## src/rtl/fetch_prefetch_queue_if.sv

```systemverilog
// -----------------------------------------------------------------------------
// fetch_prefetch_queue_if
//   Bundles the instruction-memory request/response path and the decode-facing
//   instruction stream of the fetch stage.
//
//   master : the fetch stage (drives memory requests and the instruction stream)
//   slave  : the environment (instruction memory + decode stage)
//
//   imem_req / imem_addr   fetch request and its word address
//   imem_rdata             read data, valid one cycle after a request
//   redirect / _target     decode-stage branch redirect and new fetch PC
//   stall                  decode not accepting this cycle
//   instr_out / pc_out     FIFO head (zero when empty)
//   instr_valid            FIFO non-empty
//   occupancy              FIFO entry count
// -----------------------------------------------------------------------------
interface fetch_prefetch_queue_if #(
  parameter int DEPTH  = 4,
  parameter int ADDR_W = 32,
  parameter int DATA_W = 32
);
  localparam int CNT_W = $clog2(DEPTH) + 1;

  logic              imem_req;
  logic [ADDR_W-1:0] imem_addr;
  logic [DATA_W-1:0] imem_rdata;
  logic              redirect;
  logic [ADDR_W-1:0] redirect_target;
  logic              stall;
  logic [DATA_W-1:0] instr_out;
  logic [ADDR_W-1:0] pc_out;
  logic              instr_valid;
  logic [CNT_W-1:0]  occupancy;

  modport master (
    output imem_req, imem_addr, instr_out, pc_out, instr_valid, occupancy,
    input  imem_rdata, redirect, redirect_target, stall
  );

  modport slave (
    input  imem_req, imem_addr, instr_out, pc_out, instr_valid, occupancy,
    output imem_rdata, redirect, redirect_target, stall
  );
endinterface

```

## src/rtl/fetch_prefetch_queue.sv

```systemverilog
// -----------------------------------------------------------------------------
// fetch_prefetch_queue
//   Fetch stage sitting in front of the decode pipeline register. Owns the
//   word-addressed fetch PC, issues at most one read per cycle to a synchronous
//   instruction memory, and buffers returned {instruction, PC} pairs in a small
//   FIFO so decode sees a steady stream across stalls. A redirect flushes the
//   FIFO, drops any in-flight word and restarts fetch at the target.
//
//   Ports:
//     clk  - rising-edge clock
//     rst  - synchronous active-high reset, highest priority
//     bus  - fetch_prefetch_queue_if.master (memory request path + decode side)
// -----------------------------------------------------------------------------
module fetch_prefetch_queue #(
  parameter int DEPTH  = 4,
  parameter int ADDR_W = 32,
  parameter int DATA_W = 32
) (
  input  logic                          clk,
  input  logic                          rst,
  fetch_prefetch_queue_if.master        bus
);

  localparam int PTR_W = $clog2(DEPTH);
  localparam int CNT_W = PTR_W + 1;
  localparam logic [CNT_W:0] DEPTH_C = (CNT_W + 1)'(DEPTH);

  logic [ADDR_W-1:0] pc_q, pc_d;
  logic              inflight_q, inflight_d;
  logic [ADDR_W-1:0] inflight_pc_q, inflight_pc_d;
  logic [PTR_W-1:0]  rd_ptr_q, rd_ptr_d;
  logic [PTR_W-1:0]  wr_ptr_q, wr_ptr_d;
  logic [CNT_W-1:0]  count_q, count_d;
  logic [DATA_W-1:0] data_mem_q [DEPTH];
  logic [ADDR_W-1:0] pc_mem_q   [DEPTH];

  logic              issue_s;
  logic              fill_s;
  logic              deq_s;
  logic              nonempty_s;
  logic [CNT_W:0]    pending_s;

  // Issue decision: buffered plus in-flight entries must leave a free slot.
  // The registered count is used without crediting this cycle's dequeue.
  always_comb begin
    pending_s = {1'b0, count_q} + {{CNT_W{1'b0}}, inflight_q};
    if (!rst && !bus.redirect && (pending_s < DEPTH_C)) begin
      issue_s = 1'b1;
    end else begin
      issue_s = 1'b0;
    end
  end

  // Fill/dequeue qualifiers; a redirect drops the word returning this cycle.
  always_comb begin
    nonempty_s = (count_q != {CNT_W{1'b0}});
    fill_s     = inflight_q && !bus.redirect && !rst;
    deq_s      = nonempty_s && !bus.stall && !bus.redirect && !rst;
  end

  // Next-state computation for PC, in-flight tracking, pointers and count.
  always_comb begin
    pc_d          = pc_q;
    inflight_d    = issue_s;
    inflight_pc_d = inflight_pc_q;
    rd_ptr_d      = rd_ptr_q;
    wr_ptr_d      = wr_ptr_q;
    count_d       = count_q;
    if (bus.redirect) begin
      pc_d     = bus.redirect_target;
      rd_ptr_d = {PTR_W{1'b0}};
      wr_ptr_d = {PTR_W{1'b0}};
      count_d  = {CNT_W{1'b0}};
    end else begin
      if (issue_s) begin
        pc_d          = pc_q + ADDR_W'(1'b1);
        inflight_pc_d = pc_q;
      end else begin
        pc_d          = pc_q;
        inflight_pc_d = inflight_pc_q;
      end
      if (fill_s) begin
        wr_ptr_d = wr_ptr_q + PTR_W'(1'b1);
      end else begin
        wr_ptr_d = wr_ptr_q;
      end
      if (deq_s) begin
        rd_ptr_d = rd_ptr_q + PTR_W'(1'b1);
      end else begin
        rd_ptr_d = rd_ptr_q;
      end
      case ({fill_s, deq_s})
        2'b10:   count_d = count_q + CNT_W'(1'b1);
        2'b01:   count_d = count_q - CNT_W'(1'b1);
        default: count_d = count_q;
      endcase
    end
  end

  // Control state registers with synchronous reset.
  always_ff @(posedge clk) begin
    if (rst) begin
      pc_q          <= {ADDR_W{1'b0}};
      inflight_q    <= 1'b0;
      inflight_pc_q <= {ADDR_W{1'b0}};
      rd_ptr_q      <= {PTR_W{1'b0}};
      wr_ptr_q      <= {PTR_W{1'b0}};
      count_q       <= {CNT_W{1'b0}};
    end else begin
      pc_q          <= pc_d;
      inflight_q    <= inflight_d;
      inflight_pc_q <= inflight_pc_d;
      rd_ptr_q      <= rd_ptr_d;
      wr_ptr_q      <= wr_ptr_d;
      count_q       <= count_d;
    end
  end

  // FIFO storage; contents need no reset because empty entries are never shown.
  always_ff @(posedge clk) begin
    if (fill_s) begin
      data_mem_q[wr_ptr_q] <= bus.imem_rdata;
      pc_mem_q[wr_ptr_q]   <= inflight_pc_q;
    end else begin
      data_mem_q[wr_ptr_q] <= data_mem_q[wr_ptr_q];
      pc_mem_q[wr_ptr_q]   <= pc_mem_q[wr_ptr_q];
    end
  end

  // Output drive: head entry when non-empty, NOP/zero PC otherwise.
  always_comb begin
    bus.imem_req    = issue_s;
    bus.imem_addr   = pc_q;
    bus.instr_valid = nonempty_s;
    bus.occupancy   = count_q;
    if (nonempty_s) begin
      bus.instr_out = data_mem_q[rd_ptr_q];
      bus.pc_out    = pc_mem_q[rd_ptr_q];
    end else begin
      bus.instr_out = {DATA_W{1'b0}};
      bus.pc_out    = {ADDR_W{1'b0}};
    end
  end

endmodule

```

## src/flat_wrapper.sv

```systemverilog
// flat-port wrapper written by rule: the top's interface ports become plain ports
module fetch_prefetch_queue_flat 
#(
  parameter int DEPTH  = 4,
  parameter int ADDR_W = 32,
  parameter int DATA_W = 32
)
  (clk, rst, bus_imem_req, bus_imem_addr, bus_instr_out, bus_pc_out, bus_instr_valid, bus_occupancy, bus_imem_rdata, bus_redirect, bus_redirect_target, bus_stall);
  fetch_prefetch_queue_if #(.DEPTH(DEPTH), .ADDR_W(ADDR_W), .DATA_W(DATA_W)) bus_i ();
  input  logic clk;
  input  logic rst;
  output wire logic [$bits(bus_i.imem_req)-1:0] bus_imem_req;
  output wire logic [$bits(bus_i.imem_addr)-1:0] bus_imem_addr;
  output wire logic [$bits(bus_i.instr_out)-1:0] bus_instr_out;
  output wire logic [$bits(bus_i.pc_out)-1:0] bus_pc_out;
  output wire logic [$bits(bus_i.instr_valid)-1:0] bus_instr_valid;
  output wire logic [$bits(bus_i.occupancy)-1:0] bus_occupancy;
  input wire logic [$bits(bus_i.imem_rdata)-1:0] bus_imem_rdata;
  input wire logic [$bits(bus_i.redirect)-1:0] bus_redirect;
  input wire logic [$bits(bus_i.redirect_target)-1:0] bus_redirect_target;
  input wire logic [$bits(bus_i.stall)-1:0] bus_stall;
  assign bus_imem_req = bus_i.imem_req;
  assign bus_imem_addr = bus_i.imem_addr;
  assign bus_instr_out = bus_i.instr_out;
  assign bus_pc_out = bus_i.pc_out;
  assign bus_instr_valid = bus_i.instr_valid;
  assign bus_occupancy = bus_i.occupancy;
  assign bus_i.imem_rdata = bus_imem_rdata;
  assign bus_i.redirect = bus_redirect;
  assign bus_i.redirect_target = bus_redirect_target;
  assign bus_i.stall = bus_stall;
  fetch_prefetch_queue #(.DEPTH(DEPTH), .ADDR_W(ADDR_W), .DATA_W(DATA_W)) u_core (.clk(clk), .rst(rst), .bus(bus_i));
endmodule
```

## config.mk

```make
export PLATFORM = sky130hd
export DESIGN_NAME = fetch_prefetch_queue_flat
export DESIGN_NICKNAME = d
export VERILOG_FILES = /design/src/rtl/fetch_prefetch_queue_if.sv /design/src/rtl/fetch_prefetch_queue.sv /design/src/flat_wrapper.sv
export SDC_FILE = /design/constraint.sdc
export NUM_CORES = 1
export LEC_CHECK = 0
export CORE_MARGIN = 5
export CORE_UTILIZATION = 55
export DETAILED_ROUTE_END_ITERATION = 8
export GPL_TIMING_DRIVEN = 0
export PLACE_DENSITY = 0.79
export SYNTH_ARGS = -nofsm -noshare
export SYNTH_HDL_FRONTEND = slang
export SYNTH_SLANG_ARGS = --single-unit
```

## constraint.sdc

```tcl
create_clock -name clk -period 4.7 [get_ports clk]
set_input_delay 0.705 -clock clk [delete_from_list [all_inputs] [get_ports clk]]
set_output_delay 0.705 -clock clk [all_outputs]
set_load 0.03 [all_outputs]
```

# Word-level counts from Yosys, hierarchy flattened
# Memory sizes are Yosys's and may differ from the RTL's. A register that Yosys moved wholly into a read port is not among the register bits.
# Index checks and enable logic that the tools add are counted.
# totals
reg_bits,72
ram_bits,256
wordCells,52
memories,2
# mem_list
name,depth,word_bits,rd,rd_clocked_by_memory_dff,write_ports,line,text
u_core.data_mem_q,4,32,1,1,1,fetch_prefetch_queue.sv:34,logic [DATA_W-1:0] data_mem_q [DEPTH];
u_core.pc_mem_q,4,32,1,1,1,fetch_prefetch_queue.sv:35,logic [ADDR_W-1:0] pc_mem_q [DEPTH];
# classes
addsub,6
order_cmp,1
n_eq_ne,3
mux,15
bitwise,3
reduce_logical,16
# op_table
operator,n
2-to-1 mux 32 bit,6
adder 32 x 1 -> 32 bit (second input constant),1
2-to-1 mux 2 bit,4
logical AND 1 bit,7
one-hot mux 3 bit (2 select lines),1
adder 2 x 1 -> 2 bit (second input constant),2
adder 3 x 1 -> 4 bit,1
less-than comparator 4 x 3 -> 1 bit (second input constant),1
2-to-1 mux 1 bit,4
AND reduction 2 bit,2
nonzero test 2 bit,2
adder 3 x 1 -> 3 bit (second input constant),1
logical NOT 1 bit,3
nonzero test 3 bit,1
subtractor 3 x 1 -> 3 bit (second input constant),1
== test 2 x 1 -> 1 bit (second input constant),1
== test 2 bit (second input constant),1
OR 1 bit,2
OR reduction 2 bit,1
!= test 0 bit,1
NOT 1 bit,1

# Longest topological paths before layout
# Gate-level depths: netlist of the first run.
# depth
depth_word,6
ltp_mapped,9
mapped_depth_nobuf,8

# Least setup slack after synthesis of the first run
# OpenSTA, ideal clock, no wires.
# synth_timing
path_kind,input-to-reg
start,in rst
end,"mem u_core.data_mem_q[0][0], enable pin"
setup_time_ns,0.429
arrival_ns,2.543
slack_ns,1.728
stages,2
n_path_buf,0
cell_sequence,nor2_1 > and3_1
# synth_via
elab_chain_cells,5
elab_cells_between_ends,7
# synth_lines
item,line,text
"start, declared",flat_wrapper.sv:11,input logic rst;
logical NOT 1 bit (*),fetch_prefetch_queue.sv:57,fill_s = inflight_q && !bus.redirect && !rst;
logical AND 1 bit (*),fetch_prefetch_queue.sv:57,
2-to-1 mux 1 bit (on tied branches),"fetch_prefetch_queue.sv:121, fetch_prefetch_queue.sv:125",
2-to-1 mux 1 bit (implied by the code) / AND reduction 2 bit (equally long branches),n/a,
OR 1 bit (no line) (*),n/a,
"end, declared",fetch_prefetch_queue.sv:34,
# Every way passes the cells marked *; elsewhere a longest branch is shown, timed or not.

# Worst setup path after layout of the first run
# layout_timing
start,in rst
end,out bus_imem_req
# layout_via
elab_chain_cells,4
# layout_lines
item,line,text
logical NOT 1 bit,fetch_prefetch_queue.sv:47,if (!rst && !bus.redirect && (pending_s < DEPTH_C)) begin
logical AND 1 bit (2 in series),fetch_prefetch_queue.sv:47,
2-to-1 mux 1 bit,fetch_prefetch_queue.sv:47,
"end, declared",flat_wrapper.sv:12,output wire logic [$bits(bus_i.imem_req)-1:0] bus_imem_req;
# Every way passes these cells.

==> metrics.txt, run 1 <==
status=completed; clock tree from TritonCTS=done; gr usage total=21.4%; Final setup violation count=0; FP Rows=56; initial core utilization=56.2%; Die Height=165 um; number of max-slew violations in the final report=0; instance count of the mapped netlist=864; post-route non-filler standard cell count=1412; via count of the first global-routing pass=8291; CP Capture Type=output pin; count of different cell masters after synthesis=59; Top Ports=169; required time at the endpoint of the critical path=3990 ps; crit start category=primary input; floorplan core area=0.0236 mm^2; first-pass GRT wire length=45500 um; maximum vdd drop=0.265 mV; hold buffer count at CTS=0; critical-path maximum fanout=10; Synth async-reset ratio=0%; CP Data Arrival Time=3430 ps; cell at the slowest stage of the critical path=sky130_fd_sc_hd__clkdlybuf4s50_1; number of port buffers=168; Die Footprint=0.0273 mm^2; Post-Syn Nets=939; hold crit path type=flop to flop; number of clock sinks seen by CTS=330; average wire per standard cell=20.4 um; worst stage delay on the critical path=730 ps; post-cts gate resize count=0; Residual DRC=0; placed cell count=1355; cell mode on critical path=sky130_fd_sc_hd__clkdlybuf4s50_1; buffer levels on the longest clock path=3; first drt pass iteration count=4; part of the cycle the worst path needs=87.9%; final design utilization=70.0%; number of setup buffers added after CTS=0; Slew HR=38.8%; per-instance average area after synthesis=15.4 um^2; antenna cell count=0; Pwr per Cell Area=364 mW/mm^2; total detailed-routing wirelength=28800 um; horizontal extent of the die=165 um; number of buffers created by CTS=31; most frequently used flop master after synthesis=sky130_fd_sc_hd__edfxtp_1; count of final hold-check violations=0; register area share after synthesis=69.1%; achievable frequency=242 MHz; CTS H-tree depth=1; cells along the critical path=clkdlybuf4s50_1 -> nor2_1 -> nand2_1 -> inv_2 -> buf_2 -> clkdlybuf4s50_1; leakage power total=5.42 nW; minimum setup slack in the final design=570 ps; clock-pin transition on the worst setup and hold timing paths=60 ps; maximum number of pins on one net before global-route repair=55; setup_tns=0 ps; post-DP HPWL=19100 um; Final Skew=8.44 ps; per-cell via count in the routed design=5.75; Net count, final=1144; actual slew at the worst max-slew pin=910 ps; CTS Root Cell=sky130_fd_sc_hd__clkbuf_16; Pwr Total=6.02 mW; fraction of layout instances using a drive strength above 1=13.3%; RSZ-0062 raised after global routing=no; Remaining Overflow, GRT=0; number of fillers in the final layout=1495; number of synthesized flops with an enable pin=256; cell area after technology mapping=0.0133 mm^2; initial antenna violation count=0; number of vias after detailed routing=8122; critical path class=primary input to output pin; Warnings, synthesis=0; final critical delay including setup and external delays=4130 ps; area added between synthesis and finish=24.5%; drt initial violations=572; source-to-sink clock delay at the later pin of the worst-skew pair=550 ps; placer's final routability congestion estimate=0.902; number of maximum-capacitance violations=0; setup slack at placement=579 ps; synthesized flop and latch total=330; remaining antenna violation count after routing=0
[path summary, 6_finish.rpt]
path	start	endpoint	slack, ps	cells past startpoint
worst max register to register	u_core.bus.occupancy[0]	u_core.bus.occupancy[2]	2230	9
worst min-delay path	u_core.inflight_pc_q[24]	u_core.inflight_pc_q[24]	510	2
worst min register to register	u_core.inflight_pc_q[24]	u_core.inflight_pc_q[24]	510	2
worst max-delay path	rst	bus_imem_req	570	6
[registers in the layout (all words and copies together) (netlist names), named ones only]
name                  count
u_core.inflight_pc_q     32
u_core.bus.occupancy      3
u_core.pc_mem_q         128
u_core.rd_ptr_q           2
u_core.wr_ptr_q           2
u_core.bus.imem_addr     32
u_core.data_mem_q       128
u_core.inflight_q         1
[synth_stat cells (3+ instances only)]
library cell	n	area, um^2
sky130_fd_sc_hd__or4_1	11	82.6
sky130_fd_sc_hd__inv_1	17	63.8
sky130_fd_sc_hd__a21oi_1	42	210
sky130_fd_sc_hd__nor3b_1	6	45.0
sky130_fd_sc_hd__ha_1	6	75.1
sky130_fd_sc_hd__xor2_1	5	43.8
sky130_fd_sc_hd__a311oi_1	5	43.8
sky130_fd_sc_hd__and2_1	67	419
sky130_fd_sc_hd__buf_2	14	70.1
sky130_fd_sc_hd__clkbuf_1	34	128
sky130_fd_sc_hd__and4_1	5	43.8
sky130_fd_sc_hd__xnor2_1	7	61.3
sky130_fd_sc_hd__o211ai_1	7	52.6
sky130_fd_sc_hd__a31oi_1	8	50.1
sky130_fd_sc_hd__nand2_1	94	353
sky130_fd_sc_hd__o21bai_1	3	22.5
sky130_fd_sc_hd__nor4b_1	4	35.0
sky130_fd_sc_hd__dfxtp_1	74	1480
sky130_fd_sc_hd__nor4_1	5	31.3
sky130_fd_sc_hd__a211oi_1	7	52.6
sky130_fd_sc_hd__nor3_1	7	35.0
sky130_fd_sc_hd__and3_1	8	50.1
sky130_fd_sc_hd__mux4_2	64	1440
sky130_fd_sc_hd__edfxtp_1	256	7690
sky130_fd_sc_hd__nor2_1	25	93.8
sky130_fd_sc_hd__o21ai_0	8	40.0
sky130_fd_sc_hd__or3_1	11	68.8
sky130_fd_sc_hd__nand3_1	16	80.1
sky130_fd_sc_hd__nand4_1	12	75.1
[where the power goes]
group	switching, mW	internal (mW)	leakage [nW]
combinational	0.159	0.132	1.82
clock	1.02	1.49	0.508
sequential	0.0495	3.17	3.09
total	1.23	4.79	5.42
[cells by family (layout without fill, tap and decap cells)]
logic type,after synthesis,count (layout),synth area share [%]
DFF,330,330,69.1
and+or+nand+nor,280,280,11.4
AOI/OAI and AO/OA,100,100,4.86
buffers and inverters,70,299,2.20
muxes,65,65,10.9
xor gates and xnor gates,12,12,0.792
adders and majority gates,7,7,0.716
[critical path: cells and delay by family]
family	cells	cell delay, ps
buffers and inverters	4	1760
AND/OR/NAND/NOR	2	940
[layout make-up]
class | count | area, um^2 | share of cell area [%]
flip-flops and latches | 330 | 9170 | 55.5
multi-input cells | 464 | 3830 | 23.2
repair buffers | 172 | 1790 | 10.8
clock buffers | 43 | 893 | 5.41
well taps | 319 | 399 | 2.42
plain buffers | 52 | 224 | 1.36
clock inverters | 14 | 150 | 0.908
inverters | 18 | 67.6 | 0.409
[per-layer routing]
metal	track usage, %	routed length [um]	vias to the layer above
met2	34.9	13800	359
met5	0	0	-
met4	4.99	505	0
li1	-	-	3755
met3	4.14	2510	44
met1	30.3	12000	3964
[cell usage in the layout, fill, tap and decap left out, types with 5 or more instances in the layout]
cell,synthesis,final
sky130_fd_sc_hd__edfxtp_1,256,256
sky130_fd_sc_hd__clkdlybuf4s50_1,0,168
sky130_fd_sc_hd__nand2_1,94,94
sky130_fd_sc_hd__dfxtp_1,74,74
sky130_fd_sc_hd__and2_1,67,67
sky130_fd_sc_hd__mux4_2,64,64
sky130_fd_sc_hd__a21oi_1,42,42
sky130_fd_sc_hd__clkbuf_1,34,41
sky130_fd_sc_hd__clkbuf_16,0,33
sky130_fd_sc_hd__nor2_1,25,25
sky130_fd_sc_hd__inv_1,17,17
sky130_fd_sc_hd__nand3_1,16,16
sky130_fd_sc_hd__buf_2,14,14
sky130_fd_sc_hd__nand4_1,12,12
sky130_fd_sc_hd__or4_1,11,11
sky130_fd_sc_hd__or3_1,11,11
sky130_fd_sc_hd__o21ai_0,8,8
sky130_fd_sc_hd__a31oi_1,8,8
sky130_fd_sc_hd__nor3_1,7,7
sky130_fd_sc_hd__o211ai_1,7,7
sky130_fd_sc_hd__xnor2_1,7,7
sky130_fd_sc_hd__a211oi_1,7,7
sky130_fd_sc_hd__nor3b_1,6,6
sky130_fd_sc_hd__ha_1,6,6
sky130_fd_sc_hd__and4_1,5,5
sky130_fd_sc_hd__nor4_1,5,5
sky130_fd_sc_hd__a311oi_1,5,5
sky130_fd_sc_hd__xor2_1,5,5
sky130_fd_sc_hd__clkinv_2,0,5
[per-stage QoR]
| stage | area, um^2 | hold WS (ps) |
|---|---|---|
| 2_1_floorplan | 13300 | 460 |
| 5_1_grt | 16500 | 525 |
| 3_3_place_gp | 15400 | 479 |
| 4_1_cts | 16500 | 506 |
| 3_5_place_dp | 15500 | 491 |
| 6_report | 16500 | 505 |
Power figures use the tool's default switching activity.
==> inputs of run 2 (changes only) <==
Settings changed: CELL_PAD_IN_SITES_DETAIL_PLACEMENT set to 1, CELL_PAD_IN_SITES_GLOBAL_PLACEMENT set to 1, CORE_UTILIZATION 55 to 50, PLACE_DENSITY 0.79 to not set, PLACE_DENSITY_LB_ADDON set to 0.1, SLEW_MARGIN set to 20.
==> metrics.txt, run 2 (synthesis gave the netlist of run 1 again) <==
number of vias after detailed routing=8333; remaining antenna violation count after routing=0; required time at the endpoint of the critical path=3990 ps; initial antenna violation count=0; hold crit path type=flop to flop; RSZ-0062 raised after global routing=no; status=completed; most common cell after layout, fill and taps aside=sky130_fd_sc_hd__edfxtp_1; fraction of layout instances using a drive strength above 1=13.1%; post-cts gate resize count=0; drt initial violations=673; Die Footprint=0.0299 mm^2; critical-path maximum fanout=10; via count of the first global-routing pass=9013; hold buffer count at CTS=0; gr usage total=22.8%; number of setup buffers added after CTS=0; count of final hold-check violations=0; Top Ports=169; Die Height=173 um; top library cells by usage in the layout, fill and taps aside=sky130_fd_sc_hd__edfxtp_1 (256), sky130_fd_sc_hd__clkdlybuf4s50_1 (168), sky130_fd_sc_hd__nand2_1 (94); maximum vdd drop=0.304 mV; number of clock sinks seen by CTS=330; leakage power total=5.47 nW; CP Capture Type=output pin; final critical delay including setup and external delays=4280 ps; Pwr Total=6.30 mW; Final Skew=13.6 ps; achievable frequency=233 MHz; antenna cell count=0; Final setup violation count=0; maximum number of pins on one net before global-route repair=46; number of buffers created by CTS=36; Residual DRC=0; CP Data Arrival Time=3580 ps; crit start category=primary input; setup slack at placement=507 ps; FP Rows=59; part of the cycle the worst path needs=91.2%; first-pass GRT wire length=53500 um; minimum setup slack in the final design=416 ps; critical path class=primary input to output pin; CTS Root Cell=sky130_fd_sc_hd__clkbuf_16; source-to-sink clock delay at the later pin of the worst-skew pair=520 ps; horizontal extent of the die=173 um; average wire per standard cell=23.8 um; total detailed-routing wirelength=34200 um; per-cell via count in the routed design=5.80; floorplan core area=0.0261 mm^2; Pwr per Cell Area=379 mW/mm^2; Net count, final=1149; post-DP HPWL=22800 um; clock tree from TritonCTS=done; placer's final routability congestion estimate=0.876; number of maximum-capacitance violations=0; clock-pin transition on the worst setup and hold timing paths=60 ps; area added between synthesis and finish=25.4%; worst hold margin=500 ps; Slew HR=38.4%; Remaining Overflow, GRT=0; number of max-slew violations in the final report=0; buffer levels on the longest clock path=3; registers with the highest flip-flop counts=u_core.data_mem_q: 128 flops, u_core.pc_mem_q: 128 flops; actual slew at the worst max-slew pin=915 ps; CTS H-tree depth=2; first drt pass iteration count=5; initial core utilization=50.8%; number of port buffers=168
[run 2: report_power, final]
group          switching [mW]  internal (mW)
Sequential             0.0507           3.17
Combinational           0.172          0.133
Clock                    1.10           1.67
Total                    1.33           4.97
[run 2: cell type report]
cell class / count / area (um^2)
buffer: 52 / 224
clock buffer: 50 / 975
clock inverter: 15 / 175
fill: 2440 / 9490
inverter: 18 / 67.6
multi-input combinational: 464 / 3830
sequential: 330 / 9170
tap: 335 / 419
timing repair buffer: 172 / 1780
[run 2: metrics by stage]
| stage | cell area (um^2) | setup TNS, ps | instances | util (%) |
|---|---|---|---|---|
| 2_1_floorplan | 13300 | 0 | 864 | - |
| 3_3_place_gp | 15400 | -71960 | 1367 | 58.8 |
| 3_5_place_dp | 15500 | 0 | 1371 | 59.3 |
| 4_1_cts | 16600 | 0 | 1436 | 63.7 |
| 5_1_grt | 16600 | 0 | 1436 | 63.7 |
| 6_report | 16600 | 0 | 1436 | 63.7 |
[run 2: final timing paths]
| path | startpoint | end | slack, ps | cells past startpoint |
|---|---|---|---|---|
| worst max-delay path | rst | bus_imem_req | 420 | 6 |
| worst min-delay path | u_core.inflight_pc_q[1] | u_core.inflight_pc_q[1] | 500 | 2 |
| worst min register to register | u_core.inflight_pc_q[1] | u_core.inflight_pc_q[1] | 500 | 2 |
| worst max register to register | u_core.inflight_q | u_core.bus.imem_addr[12] | 2170 | 6 |
[run 2: metal layers]
layer | GRT usage (%) | wire length [um]
met5 | 0 | 0
met4 | 4.96 | 570
met3 | 4.00 | 2060
met2 | 38.1 | 16800
met1 | 31.8 | 14800
[run 2: critical path, cell delays in order]
cell,delay (ps)
sky130_fd_sc_hd__clkdlybuf4s50_1,520
sky130_fd_sc_hd__nor2_1,620
sky130_fd_sc_hd__nand2_1,430
sky130_fd_sc_hd__inv_2,310
sky130_fd_sc_hd__buf_2,280
sky130_fd_sc_hd__clkdlybuf4s50_1,710
